## src/rtl/lsu_dmem_port_if.sv

```systemverilog
// Request/response and data-memory signals of the load/store unit.
// master: the LSU side; slave: the pipeline plus data memory side.
interface lsu_dmem_port_if;
    logic        req_valid;
    logic        req_ready;
    logic        req_we;
    logic [2:0]  req_funct3;
    logic [31:0] req_addr;
    logic [31:0] req_wdata;
    logic        resp_valid;
    logic [31:0] resp_rdata;
    logic        resp_err;
    logic [31:0] mem_addr;
    logic [3:0]  wmem;
    logic [4:0]  rmem;
    logic [31:0] store_data;
    logic [31:0] load_data;

    modport master (
        input  req_valid, req_we, req_funct3, req_addr, req_wdata, load_data,
        output req_ready, resp_valid, resp_rdata, resp_err,
               mem_addr, wmem, rmem, store_data
    );

    modport slave (
        output req_valid, req_we, req_funct3, req_addr, req_wdata, load_data,
        input  req_ready, resp_valid, resp_rdata, resp_err,
               mem_addr, wmem, rmem, store_data
    );
endinterface

```

## src/rtl/lsu_dmem_port.sv

```systemverilog
// RV32I load/store unit driving a word-indexed data memory port.
// Define LSU_RMW_EN to store SB/SH by read-modify-write instead of lane writes.
module lsu_dmem_port #(
    parameter int unsigned ADDR_W = 15
) (
    input logic             clk,
    input logic             rst,
    lsu_dmem_port_if.master bus
);

    typedef enum logic [2:0] {
        IDLE   = 3'd0,
        ACCESS = 3'd1,
        RMW_RD = 3'd2,
        RMW_WR = 3'd3,
        RESP   = 3'd4
    } state_e;

    localparam logic [1:0] SZ_B = 2'd0;
    localparam logic [1:0] SZ_H = 2'd1;
    localparam logic [1:0] SZ_W = 2'd2;

    state_e      state_q, state_d;
    logic        we_q, we_d;
    logic        sign_q, sign_d;
    logic        err_q, err_d;
    logic [1:0]  size_q, size_d;
    logic [1:0]  off_q, off_d;
    logic [31:0] wdata_q, wdata_d;
    logic [31:0] maddr_q, maddr_d;
    logic [31:0] rdata_q, rdata_d;
`ifdef LSU_RMW_EN
    logic [31:0] word_q, word_d;
    logic [31:0] byte_mask_c;
    logic [31:0] merged_c;
`endif

    logic        ready_c;
    logic        accept_c;
    logic        legal_c;
    logic        misaligned_c;
    logic [1:0]  req_size_c;
    logic [3:0]  lanes_c;
    logic        unused_addr_hi;

    // Request decode straight from the handshake inputs.
    always_comb begin
        req_size_c   = bus.req_funct3[1:0];
        ready_c      = (state_q == IDLE) || (state_q == RESP);
        accept_c     = bus.req_valid && ready_c;
        legal_c      = bus.req_we ? (bus.req_funct3 inside {3'b000, 3'b001, 3'b010})
                                  : (bus.req_funct3 inside {3'b000, 3'b001, 3'b010, 3'b100, 3'b101});
        misaligned_c = ((req_size_c == SZ_H) && bus.req_addr[0]) ||
                       ((req_size_c == SZ_W) && (bus.req_addr[1:0] != 2'b00));
    end

    assign unused_addr_hi = ^bus.req_addr[31:ADDR_W+2];

    // Byte-lane code of the registered request.
    always_comb begin
        case (size_q)
            SZ_B:    lanes_c = 4'b0001 << off_q;
            SZ_H:    lanes_c = 4'b0011 << {off_q[1], 1'b0};
            default: lanes_c = 4'b1111;
        endcase
    end

`ifdef LSU_RMW_EN
    always_comb begin
        byte_mask_c = {{8{lanes_c[3]}}, {8{lanes_c[2]}}, {8{lanes_c[1]}}, {8{lanes_c[0]}}};
        merged_c    = (word_q & ~byte_mask_c) | ((wdata_q << {off_q, 3'b000}) & byte_mask_c);
    end
`endif

    always_comb begin
        state_d = state_q;
        we_d    = we_q;
        sign_d  = sign_q;
        err_d   = err_q;
        size_d  = size_q;
        off_d   = off_q;
        wdata_d = wdata_q;
        maddr_d = maddr_q;
        rdata_d = rdata_q;
`ifdef LSU_RMW_EN
        word_d  = word_q;
`endif
        case (state_q)
            IDLE, RESP: begin
                state_d = IDLE;
                if (accept_c) begin
                    we_d    = bus.req_we;
                    size_d  = req_size_c;
                    off_d   = bus.req_addr[1:0];
                    sign_d  = !bus.req_we && !bus.req_funct3[2] && (req_size_c != SZ_W);
                    maddr_d = 32'(bus.req_addr[ADDR_W+1:2]);
                    rdata_d = '0;
                    err_d   = !legal_c || misaligned_c;
                    case (req_size_c)
                        SZ_B:    wdata_d = {24'b0, bus.req_wdata[7:0]};
                        SZ_H:    wdata_d = {16'b0, bus.req_wdata[15:0]};
                        default: wdata_d = bus.req_wdata;
                    endcase
                    if (!legal_c || misaligned_c) state_d = RESP;
`ifdef LSU_RMW_EN
                    else if (bus.req_we && (req_size_c != SZ_W)) state_d = RMW_RD;
`endif
                    else state_d = ACCESS;
                end
            end
            ACCESS: begin
                if (!we_q) rdata_d = bus.load_data;
                state_d = RESP;
            end
`ifdef LSU_RMW_EN
            RMW_RD: begin
                word_d  = bus.load_data;
                state_d = RMW_WR;
            end
            RMW_WR: state_d = RESP;
`endif
            default: state_d = IDLE;
        endcase
    end

    // Memory strobes depend only on state and registered fields, so reset kills them at once.
    always_comb begin
        bus.wmem       = 4'b0000;
        bus.rmem       = 5'b00000;
        bus.store_data = '0;
        case (state_q)
            ACCESS: begin
                if (we_q) begin
                    bus.wmem       = lanes_c;
                    bus.store_data = wdata_q;
                end else begin
                    bus.rmem = {sign_q, lanes_c};
                end
            end
`ifdef LSU_RMW_EN
            RMW_RD: bus.rmem = 5'b01111;
            RMW_WR: begin
                bus.wmem       = 4'b1111;
                bus.store_data = merged_c;
            end
`endif
            default: ;
        endcase
    end

    assign bus.req_ready  = ready_c;
    assign bus.resp_valid = (state_q == RESP);
    assign bus.resp_rdata = rdata_q;
    assign bus.resp_err   = err_q;
    assign bus.mem_addr   = maddr_q;

    always_ff @(posedge clk or posedge rst) begin
        if (rst) begin
            state_q <= IDLE;
            we_q    <= 1'b0;
            sign_q  <= 1'b0;
            err_q   <= 1'b0;
            size_q  <= 2'b00;
            off_q   <= 2'b00;
            wdata_q <= '0;
            maddr_q <= '0;
            rdata_q <= '0;
`ifdef LSU_RMW_EN
            word_q  <= '0;
`endif
        end else begin
            state_q <= state_d;
            we_q    <= we_d;
            sign_q  <= sign_d;
            err_q   <= err_d;
            size_q  <= size_d;
            off_q   <= off_d;
            wdata_q <= wdata_d;
            maddr_q <= maddr_d;
            rdata_q <= rdata_d;
`ifdef LSU_RMW_EN
            word_q  <= word_d;
`endif
        end
    end

endmodule

```

## src/flat_wrapper.sv

```systemverilog
// flat-port wrapper written by rule: the top's interface ports become plain ports
module lsu_dmem_port_flat 
#(
    parameter int unsigned ADDR_W = 15
)
  (clk, rst, bus_req_valid, bus_req_we, bus_req_funct3, bus_req_addr, bus_req_wdata, bus_load_data, bus_req_ready, bus_resp_valid, bus_resp_rdata, bus_resp_err, bus_mem_addr, bus_wmem, bus_rmem, bus_store_data);
  lsu_dmem_port_if bus_i ();
  input logic clk;
  input logic rst;
  input wire logic [$bits(bus_i.req_valid)-1:0] bus_req_valid;
  input wire logic [$bits(bus_i.req_we)-1:0] bus_req_we;
  input wire logic [$bits(bus_i.req_funct3)-1:0] bus_req_funct3;
  input wire logic [$bits(bus_i.req_addr)-1:0] bus_req_addr;
  input wire logic [$bits(bus_i.req_wdata)-1:0] bus_req_wdata;
  input wire logic [$bits(bus_i.load_data)-1:0] bus_load_data;
  output wire logic [$bits(bus_i.req_ready)-1:0] bus_req_ready;
  output wire logic [$bits(bus_i.resp_valid)-1:0] bus_resp_valid;
  output wire logic [$bits(bus_i.resp_rdata)-1:0] bus_resp_rdata;
  output wire logic [$bits(bus_i.resp_err)-1:0] bus_resp_err;
  output wire logic [$bits(bus_i.mem_addr)-1:0] bus_mem_addr;
  output wire logic [$bits(bus_i.wmem)-1:0] bus_wmem;
  output wire logic [$bits(bus_i.rmem)-1:0] bus_rmem;
  output wire logic [$bits(bus_i.store_data)-1:0] bus_store_data;
  assign bus_i.req_valid = bus_req_valid;
  assign bus_i.req_we = bus_req_we;
  assign bus_i.req_funct3 = bus_req_funct3;
  assign bus_i.req_addr = bus_req_addr;
  assign bus_i.req_wdata = bus_req_wdata;
  assign bus_i.load_data = bus_load_data;
  assign bus_req_ready = bus_i.req_ready;
  assign bus_resp_valid = bus_i.resp_valid;
  assign bus_resp_rdata = bus_i.resp_rdata;
  assign bus_resp_err = bus_i.resp_err;
  assign bus_mem_addr = bus_i.mem_addr;
  assign bus_wmem = bus_i.wmem;
  assign bus_rmem = bus_i.rmem;
  assign bus_store_data = bus_i.store_data;
  lsu_dmem_port #(.ADDR_W(ADDR_W)) u_core (.clk(clk), .rst(rst), .bus(bus_i));
endmodule
```

## config.mk

```make
export PLATFORM = sky130hd
export DESIGN_NAME = lsu_dmem_port_flat
export DESIGN_NICKNAME = d
export VERILOG_FILES = /design/src/rtl/lsu_dmem_port_if.sv /design/src/rtl/lsu_dmem_port.sv /design/src/flat_wrapper.sv
export SDC_FILE = /design/constraint.sdc
export NUM_CORES = 1
export LEC_CHECK = 0
export ABC_AREA = 1
export CORE_ASPECT_RATIO = 1.4
export CORE_MARGIN = 2
export CORE_UTILIZATION = 28
export CTS_BUF_LIST = sky130_fd_sc_hd__clkbuf_8 sky130_fd_sc_hd__clkbuf_16
export DETAILED_ROUTE_END_ITERATION = 6
export HOLD_SLACK_MARGIN = 0.12
export PLACE_DENSITY = 0.69
export SLEW_MARGIN = 20
export SYNTH_ARGS = -nofsm -noshare
export SYNTH_HDL_FRONTEND = slang
export SYNTH_SLANG_ARGS = --single-unit
export TNS_END_PERCENT = 1
```

## constraint.sdc

```tcl
create_clock -name clk -period 7.5 [get_ports clk]
set_input_delay 2.25 -clock clk [delete_from_list [all_inputs] [get_ports clk]]
set_output_delay 2.25 -clock clk [all_outputs]
set_load 0.1 [all_outputs]
```

==> impl_metrics.prom <==
# TYPE chip_impl_metric gauge
chip_impl_metric{name="post-synth-top-area-fraction",unit=""} 0.5705
chip_impl_metric{name="final_max_slew_viol_count",unit=""} 0
chip_impl_metric{name="synthCells",unit=""} 463
chip_impl_metric{name="worst_slew_margin_rel",unit=""} 0.3090
chip_impl_metric{name="final-hold-violation-count",unit=""} 0
chip_impl_metric{name="global_route_wire_length_before_repair",unit="mm"} 16.91
chip_impl_metric{name="count_of_state_elements_after_synthesis",unit=""} 88
chip_impl_metric{name="maxcap_viol_count",unit=""} 0
chip_impl_metric{name="setup_viol_count_final",unit=""} 0
chip_impl_metric{name="initial_antenna_violation_count",unit=""} 0
chip_impl_info{name="timing_worst_setup_path_type",value="in2out"} 1
chip_impl_metric{name="placementRows",unit=""} 50
chip_impl_metric{name="insertedDiodeCount",unit=""} 0
chip_impl_metric{name="number_of_distinct_standard_cells_referenced_by_the_synthesized_netlist",unit=""} 17
chip_impl_metric{name="source_to_sink_clock_delay_at_the_later_pin_of_the_worst_skew_pair",unit="ns"} 0.33
chip_impl_metric{name="post_cts_buffers",unit=""} 0
chip_impl_metric{name="total_clock_buffers_created_by_cts",unit=""} 9
chip_impl_info{name="cts_root_buf",value="clkbuf_16"} 1
chip_impl_metric{name="floorplan.initialDensity",unit=""} 0.2870
chip_impl_metric{name="fillCellCount",unit=""} 1294
chip_impl_metric{name="finalWeightedCongestion",unit=""} 0.7674
chip_impl_metric{name="holdWs",unit="ns"} 0.4783
chip_impl_metric{name="num_vias",unit=""} 3521
chip_impl_info{name="hold_path_class",value="reg2reg"} 1
chip_impl_metric{name="floorplan.die.width",unit="µm"} 103.2
chip_impl_metric{name="fin_skew",unit="ns"} 0.008299
chip_impl_metric{name="worst-slew-pin-transition",unit="ns"} 1.033
chip_impl_metric{name="drc",unit=""} 0
chip_impl_info{name="run_status",value="complete, no violations"} 1
chip_impl_metric{name="arrival",unit="ns"} 3.89
chip_impl_metric{name="cts_hold_buffers",unit=""} 0
chip_impl_metric{name="final_cell_area",unit="µm²"} 6038
chip_impl_metric{name="avgRoutedWirePerCell",unit="µm"} 13.46
chip_impl_metric{name="cts_resized",unit=""} 0
chip_impl_metric{name="cts_htree_levels",unit=""} 3
chip_impl_metric{name="syn-mean-instance-area",unit="µm²"} 8.337
chip_impl_metric{name="finalCoreUtilization",unit=""} 0.4489
chip_impl_metric{name="multiInputGateArea",unit="µm²"} 1269
chip_impl_metric{name="core_region_area",unit="µm²"} 13450
chip_impl_metric{name="growth_of_design_area_from_synthesis_to_finish",unit="%"} 56.43
chip_impl_metric{name="total_leakage_power",unit="nW"} 2.837
chip_impl_info{name="synth.largest_area_cell",value="dfrtp_1"} 1
chip_impl_metric{name="die-area",unit="µm²"} 14750
chip_impl_metric{name="post_route_cells_drive_above_1_share",unit=""} 0.04596
chip_impl_metric{name="drt.antenna.violating_nets",unit=""} 0
chip_impl_metric{name="cts_sinks",unit=""} 88
chip_impl_metric{name="worst_ir_drop_vdd",unit="mV"} 0.1290
chip_impl_metric{name="drt_iter0_drc",unit=""} 146
chip_impl_metric{name="ff_latch_area",unit="µm²"} 2202
chip_impl_metric{name="final_min_period_over_clock_period",unit=""} 0.8191
chip_impl_metric{name="yosysWarnings",unit=""} 0
chip_impl_metric{name="detailedPlacementHpwl",unit="mm"} 7.902
chip_impl_metric{name="top_level_ports",unit=""} 211
chip_impl_metric{name="power.density",unit="nW/µm²"} 239.0
chip_impl_metric{name="global_route.usage.total",unit=""} 0.1492
chip_impl_info{name="synth_area_leaders",value="dfrtp_1, nand2_1, nand3_1"} 1
chip_impl_info{name="startpoint_type",value="input pin"} 1
chip_impl_metric{name="finalNetCount",unit=""} 732
chip_impl_metric{name="layout_min_cycle_time",unit="ns"} 6.144
chip_impl_metric{name="worst_ep_required_time",unit="ns"} 5.25
chip_impl_info{name="grt_setup_unrepaired",value="no"} 1
chip_impl_metric{name="grt_start_max_net_pins",unit=""} 83
chip_impl_metric{name="grt_pass1_vias",unit=""} 3533
chip_impl_metric{name="portBuffers",unit=""} 178
chip_impl_info{name="worstSetupEndpointType",value="primary output"} 1
chip_impl_metric{name="drt-vias-per-instance",unit=""} 4.331
chip_impl_metric{name="drt-total-wl",unit="mm"} 10.94
chip_impl_metric{name="postPlaceCellArea",unit="µm²"} 5741
chip_impl_metric{name="fin_tns_setup",unit="ns"} 0
chip_impl_metric{name="cts.reportedPaths.clkPinSlew",unit="ns"} 0.06
chip_impl_info{name="cts_tree",value="built"} 1
chip_impl_metric{name="syn-cell-area",unit="µm²"} 3860
chip_impl_metric{name="cts_max_path_buffers",unit=""} 2
chip_impl_metric{name="timing.fmax",unit="GHz"} 0.1628
chip_impl_metric{name="grt_overflow",unit=""} 0
chip_impl_metric{name="die_height",unit="µm"} 142.9
chip_impl_metric{name="synth_seq_area_share",unit=""} 0.5705
chip_impl_metric{name="drt-pass1-iter-count",unit=""} 4
chip_impl_metric{name="worst-path-max-fanout",unit=""} 32
-- logic make-up after synthesis --
logic type             Yosys count  synth area share
and+or+nand+nor                241            0.2564
buffers and inverters           90            0.1164
DFF                             88            0.5705
AOI/OAI and AO/OA               43           0.05575
other                            1         0.0009715
-- worst max-delay path: stages --
cell and delay [ns]:
clkdlybuf4s50_1 0.51, nand2_4 0.06, nand2_1 0.06, nand2_1 0.22
buf_4 0.34, nor2_1 0.24, buf_12 0.21
-- through the flow --
stage | instances | power (mW) | setup slack [ns]
5_1_grt | 813 | 1.509 | 1.248
2_1_floorplan | 479 | 0.8661 | 1.240
3_5_place_dp | 800 | 0.9903 | 1.350
3_3_place_gp | 800 | 0.9843 | 1.382
6_report | 813 | 1.443 | 1.356
4_1_cts | 813 | 1.467 | 1.333
-- sequential cells by signal, indices dropped and copies added (netlist names) --
signal,cells
u_core.bus.mem_addr,15
u_core.bus.resp_err,1
u_core.bus.resp_rdata,32
u_core.off_q,2
u_core.sign_q,1
u_core.size_q,2
u_core.state_q,2
u_core.wdata_q,32
u_core.we_q,1
-- layout make-up --
| type | count | area share |
|---|---|---|
| timing repair buffer | 182 | 0.3083 |
| clock buffer | 9 | 0.03730 |
| multi-input combinational | 301 | 0.2101 |
| tap | 182 | 0.03771 |
| sequential | 88 | 0.3647 |
| inverter | 47 | 0.02984 |
| clock inverter | 4 | 0.01202 |
-- Yosys cell counts --
| master | count |
|---|---|
| nand3_1 | 58 |
| inv_1 | 44 |
| buf_4 | 17 |
| a21oi_1 | 4 |
| buf_1 | 3 |
| or2_2 | 1 |
| buf_2 | 14 |
| nor2_1 | 45 |
| inv_2 | 3 |
| nor2_2 | 1 |
| buf_6 | 4 |
| nand2_1 | 135 |
| nand2_4 | 1 |
| conb_1 | 1 |
| o21ai_0 | 39 |
| dfrtp_1 | 88 |
| clkbuf_1 | 5 |
-- placed cells by master, fill, tap and decap left out --
cell               n
nand3_1           58
buf_12             5
buf_4              4
inv_1             43
inv_2              2
or2_2              1
nand2_1          135
conb_1            17
inv_4              1
nor2_2             1
clkinvlp_4         1
bufinv_16          2
o21ai_0           39
clkbuf_16          9
nand2_4            1
clkinv_2           2
nor2_1            45
a21oi_1            4
clkdlybuf4s50_1  173
dfrtp_1           88
-- per-layer routing --
| metal | vias up | GRT usage | routed length (µm) |
|---|---|---|---|
| li1 | 1720 | - | - |
| met1 | 1666 | 0.1738 | 4343 |
| met2 | 117 | 0.2591 | 5716 |
| met3 | 18 | 0.03182 | 597 |
| met4 | 0 | 0.06648 | 284 |
| met5 | - | 0 | 0 |
-- power by group --
part           switching [mW]  internal [mW]  leakage, nW
Combinational           0.327          0.111         1.55
Clock                   0.179          0.286        0.143
Sequential             0.0206          0.520         1.14
-- final timing paths --
path	start	endpoint	slack [ns]	cells after the start
setup / recovery	bus_req_valid	bus_rmem[4]	1.36	7
hold reg to reg	u_core.bus.mem_addr[11]	u_core.bus.mem_addr[11]	0.48	2
min in group asynchronous	rst	u_core.wdata_q[2]	2.27	2
hold / removal	u_core.bus.mem_addr[11]	u_core.bus.mem_addr[11]	0.48	2
max in group asynchronous	rst	u_core.bus.resp_rdata[27]	4.06	3
setup reg to reg	u_core.state_q[0]	u_core.wdata_q[13]	5.58	6
No activity file was read; power rests on OpenSTA's default activity.
